File: config.mk
export PLATFORM = sky130hd
export DESIGN_NAME = prog_clk_divider_flat
export DESIGN_NICKNAME = d
export VERILOG_FILES = /design/src/rtl/prog_clk_divider_if.sv /design/src/rtl/prog_clk_divider.sv /design/src/flat_wrapper.sv
export SDC_FILE = /design/constraint.sdc
export NUM_CORES = 1
export LEC_CHECK = 0
export BUFFER_PORTS_ARGS = -buffer_cell sky130_fd_sc_hd__buf_2
export CAP_MARGIN = 20
export CORE_MARGIN = 3
export CORE_UTILIZATION = 66
export DETAILED_ROUTE_END_ITERATION = 12
export PLACE_DENSITY = 0.85
export SETUP_SLACK_MARGIN = 0.3
export SKIP_CTS_REPAIR_TIMING = 1
export SLEW_MARGIN = 20
export SYNTH_ARGS = -nofsm -noshare
export SYNTH_HDL_FRONTEND = slang
export SYNTH_SLANG_ARGS = --single-unit
File: constraint.sdc
create_clock -name clk_in -period 14.44 [get_ports clk_in]
set_input_delay 1.444 -clock clk_in [delete_from_list [all_inputs] [get_ports clk_in]]
set_output_delay 1.444 -clock clk_in [all_outputs]
set_load 0.005 [all_outputs]
File: src/rtl/prog_clk_divider_if.sv
// prog_clk_divider_if: enable, load handshake and divided-clock outputs of the divider
interface prog_clk_divider_if #(
    parameter int CNT_W  = 26,
    parameter int NUM_CH = 2
);
    logic [NUM_CH-1:0] en;
    logic              load;
    logic [2:0]        ch_sel;
    logic [CNT_W-1:0]  term_value;
    logic              load_ack;
    logic              load_err;
    logic [NUM_CH-1:0] divided_clk;
    logic [NUM_CH-1:0] tick;
    modport master (
        output en, load, ch_sel, term_value,
        input  load_ack, load_err, divided_clk, tick
    );
    modport slave (
        input  en, load, ch_sel, term_value,
        output load_ack, load_err, divided_clk, tick
    );
endinterface

File: src/rtl/prog_clk_divider.sv
// prog_clk_divider: multi-channel programmable 50% clock divider; tick strobes need PROG_CLK_DIVIDER_TICK_EN
module prog_clk_divider #(
    parameter int               CNT_W        = 26,
    parameter int               NUM_CH       = 2,
    parameter logic [CNT_W-1:0] DEFAULT_TERM = CNT_W'(40000000)
) (
    input logic               clk_in,
    input logic               rst,
    prog_clk_divider_if.slave bus
);
    localparam logic [3:0] NCH = 4'(NUM_CH);
    logic load_ok;
    assign load_ok = bus.load && ({1'b0, bus.ch_sel} < NCH);
    // load handshake: acknowledge valid channels, flag out-of-range ones
    always_ff @(posedge clk_in or posedge rst)
        if (rst) begin
            bus.load_ack <= 1'b0;
            bus.load_err <= 1'b0;
        end else begin
            bus.load_ack <= load_ok;
            bus.load_err <= bus.load && !load_ok;
        end
    genvar i;
    for (i = 0; i < NUM_CH; i++) begin : g_ch
        logic [CNT_W-1:0] cnt, term, shd;
        logic             pending, div_q, wrap, hit;
        assign wrap = bus.en[i] && (cnt == term);
        assign hit  = load_ok && (bus.ch_sel == 3'(i));
        assign bus.divided_clk[i] = div_q;
        // counter, toggle and terminal update; a new terminal only takes effect at a wrap
        always_ff @(posedge clk_in or posedge rst)
            if (rst) begin
                cnt     <= '0;
                term    <= DEFAULT_TERM;
                shd     <= DEFAULT_TERM;
                pending <= 1'b0;
                div_q   <= 1'b0;
            end else begin
                if (bus.en[i]) cnt <= wrap ? '0 : cnt + 1'b1;
                if (wrap) div_q <= ~div_q;
                if (wrap) term <= hit ? bus.term_value : (pending ? shd : term);
                if (hit && !wrap) begin
                    shd     <= bus.term_value;
                    pending <= 1'b1;
                end else if (wrap) begin
                    pending <= 1'b0;
                end
            end
`ifdef PROG_CLK_DIVIDER_TICK_EN
        logic tick_q;
        assign bus.tick[i] = tick_q;
        // one-cycle strobe following each toggle
        always_ff @(posedge clk_in or posedge rst)
            if (rst) tick_q <= 1'b0;
            else     tick_q <= wrap;
`else
        assign bus.tick[i] = 1'b0;
`endif
    end
endmodule

File: src/flat_wrapper.sv
// flat-port wrapper written by rule: the top's interface ports become plain ports
module prog_clk_divider_flat 
#(
    parameter int               CNT_W        = 26,
    parameter int               NUM_CH       = 2,
    parameter logic [CNT_W-1:0] DEFAULT_TERM = CNT_W'(40000000)
)
  (clk_in, rst, bus_en, bus_load, bus_ch_sel, bus_term_value, bus_load_ack, bus_load_err, bus_divided_clk, bus_tick);
  prog_clk_divider_if #(.CNT_W(CNT_W), .NUM_CH(NUM_CH)) bus_i ();
  input logic clk_in;
  input logic rst;
  input wire logic [$bits(bus_i.en)-1:0] bus_en;
  input wire logic [$bits(bus_i.load)-1:0] bus_load;
  input wire logic [$bits(bus_i.ch_sel)-1:0] bus_ch_sel;
  input wire logic [$bits(bus_i.term_value)-1:0] bus_term_value;
  output wire logic [$bits(bus_i.load_ack)-1:0] bus_load_ack;
  output wire logic [$bits(bus_i.load_err)-1:0] bus_load_err;
  output wire logic [$bits(bus_i.divided_clk)-1:0] bus_divided_clk;
  output wire logic [$bits(bus_i.tick)-1:0] bus_tick;
  assign bus_i.en = bus_en;
  assign bus_i.load = bus_load;
  assign bus_i.ch_sel = bus_ch_sel;
  assign bus_i.term_value = bus_term_value;
  assign bus_load_ack = bus_i.load_ack;
  assign bus_load_err = bus_i.load_err;
  assign bus_divided_clk = bus_i.divided_clk;
  assign bus_tick = bus_i.tick;
  prog_clk_divider #(.CNT_W(CNT_W), .NUM_CH(NUM_CH), .DEFAULT_TERM(DEFAULT_TERM)) u_core (.clk_in(clk_in), .rst(rst), .bus(bus_i));
endmodule
==> run_results.csv <==
group,metric,value,unit
sta,tns,0,ns
cells_and_area,drive_gt1_frac,0.270,
logic_synthesis,synth.top_cells.by_area,"dfrtp_1, dfstp_2, xnor2_1",
floorplan,coreArea,0.0117,mm²
clock_tree,cts_root_buf,"clkbuf_16",
hold_path,hold_depth,1,
place,gp_congestion,0.908,
clock_tree,clock_path_buffers,2,
clock_tree,clock_sinks,162,
job,cap_violations,0,
grt,grt_pass1_vias,5672,
clock_tree,clock_latency,0.43,ns
grt,globalRoute.totalOverflow,0,
sta,fmax,279,MHz
critical_path,crit_chain,"buf_2 -> nor3b_1 -> nand2b_1 -> buf_4 -> nor2b_1 -> nor4_4 -> buf_6 -> a2bb2oi_1",
floorplan,start_util,0.691,
critical_path,crit_buf_inv,3,
logic_synthesis,ys_warn_count,0,
floorplan,die-area,0.0136,mm²
logic_synthesis,yosysMostFrequentCell,"dfrtp_1",
cells_and_area,num-nets-final,749,
logic_synthesis,synth.distinct_cells,40,
logic_synthesis,synth_common_cells,"dfrtp_1, xnor2_1, nor2_1",
detailed_routing,drtIter0Drc,470,
place,port_buffers,37,
critical_path,cp.arrival,3.93,ns
sta,fin_crit_sh,0.248,
detailed_routing,wl_per_cell,20.1,µm
clock_tree,cts_buffers,17,
grt,grt_start_max_net_pins,95,
cells_and_area,postLayoutCoreUtil,0.765,
sta,hold_viol,0,
detailed_routing,via_count,5470,
logic_synthesis,syn_inst,693,
power_and_ir_drop,p_per_area,178,mW/mm²
detailed_routing,vias_per_cell,6.29,
place,place_area,0.00827,mm²
critical_path,cp_slowest_cell,"nor3b_1",
grt,grt_antenna_before_repair,1,
grt,grt_pass1_wl,29.0,mm
floorplan,die_y,117,µm
logic_synthesis,yosysTopAreaCell,"dfrtp_1",
cells_and_area,fin_area,0.00893,mm²
logic_synthesis,synth_top_area_share,0.403,
power_and_ir_drop,leakagePower,0.00383,µW
logic_synthesis,synth-seq-area-share,0.508,
critical_path,cp_top_family,"simple AND/OR/NAND/NOR gates",
sta,period_minus_slack,3.58,ns
critical_path,worstSetupStartpointType,"primary input",
floorplan,die_w,117,µm
logic_synthesis,synth-seq-cells,162,
logic_synthesis,syn_area,0.00806,mm²
clock_tree,cts_htree_levels,4,
cells_and_area,diodes,0,
critical_path,required,14.78,ns
sta,grt_setup_unrepaired,"false",
floorplan,rows,39,
clock_tree,cts.clk_slew.worst_paths,0.06,ns
sta,worst_pin_slew,1.04,ns
grt,grtUsageTotal,0.280,
detailed_routing,remaining_drc_errors,0,
logic_synthesis,synth-edff-count,0,
floorplan,io_pins,40,
sta,final.setup_skew,0.00916,ns
hold_path,min_path_type,"flop to flop",
outcome,outcome,"finished, final reports clean",
critical_path,critPathMaxStageDelay,0.70,ns
detailed_routing,drtAntennaViolNets,0,
logic_synthesis,synth.avg_cell_area,11.6,µm²
sta,report.final.setup_viol,0,
critical_path,cp_max_fo,54,
sta,slew_viol_final,0,
power_and_ir_drop,ir_drop,0.136,mV
critical_path,crit_type,"primary input to flop",
detailed_routing,first_pass_iters,5,
critical_path,rr_worst_depth,6,
critical_path,path_depth,8,
place,hpwl,11.5,mm
critical_path,cp-end-kind,"flop",
logic_synthesis,synthFlopType,"dfrtp_1",
detailed_routing,drt_wl_total,17.5,mm
sta,maxSlewHeadroom,0.306,
cells_and_area,area_delta_synth_final,10.7,%
logic_synthesis,synthArstFlopShare,1.00,
clock_tree,cts_tree,"done",
## flip-flops by register name, summed over array words and instances, names as in the netlist
name and count:
u_core.g_ch.pending 2, u_core.g_ch.shd 52, u_core.bus.load_ack 1, u_core.g_ch.term 52, u_core.g_ch.cnt 52, u_core.g_ch.div_q 2
u_core.bus.load_err 1
## cell usage in the layout (no fill, tap or decap), drive strengths merged, types with 26 or more instances in the layout
cell / netlist / layout
a2bb2oi: 26 / 26
buf: 19 / 43
dfrtp: 130 / 130
dfstp: 32 / 32
mux2: 105 / 105
nand2: 26 / 26
nand3b: 26 / 26
nor2: 63 / 63
o21ai: 27 / 27
xnor2: 87 / 87
## cell type report
class / count / area, µm²
multi-input combinational: 481 / 3740
clock buffer: 25 / 526
timing repair buffer: 43 / 234
sequential: 162 / 4090
fill: 721 / 2740
inverter: 8 / 35.0
tap: 143 / 179
clock inverter: 7 / 119
## metal layers
metal	track usage	vias to the layer above	wire, µm
li1	-	2456	-
met1	0.368	2800	7420
met2	0.457	177	8790
met3	0.0694	35	1030
met4	0.0944	2	258
met5	0	-	13
## power breakdown
group	switching [µW]	leakage [µW]	internal (µW)
Sequential	112	0.00203	597
Combinational	187	0.00149	217
Clock	176	0.000312	304
## worst paths after layout
kind / start / to / slack [ns]
max: bus_ch_sel[1] / u_core.g_ch[0].term[11] / 10.86
min: u_core.g_ch[0].div_q / u_core.g_ch[0].div_q / 0.46
max reg2reg: u_core.g_ch[0].cnt[16] / u_core.g_ch[0].cnt[1] / 11.23
min reg2reg: u_core.g_ch[0].div_q / u_core.g_ch[0].div_q / 0.46
max in group asynchronous: rst / u_core.g_ch[1].shd[5] / 11.87
min in group asynchronous: rst / u_core.g_ch[0].cnt[12] / 1.18
## kinds of logic (layout without fill, tap and decap cells)
logic type                 after synthesis  count (layout)  synth area share
buffers and inverters                   51              83            0.0304
xor gates and xnor gates               102             102             0.111
DFF                                    162             162             0.508
muxes                                  105             105             0.156
other                                    1               2          0.000465
and+or+nand+nor                        210             210             0.141
AOI/OAI and AO/OA                       60              60            0.0506
adders and majority gates                2               2           0.00310
## metrics by stage
stage | worst slack [ns] | total power [µW] | hold slack, ns | cells
6_report | 10.86 | 1590 | 0.460 | 869
5_1_grt | 10.75 | 1670 | 0.473 | 869
4_1_cts | 10.76 | 1600 | 0.464 | 868
3_5_place_dp | 10.44 | 1100 | 0.451 | 836
3_3_place_gp | 10.57 | 1070 | 0.449 | 836
2_1_floorplan | 8.67 | 995 | 0.443 | 694
Note: power is estimated with default switching activity, not from simulation.
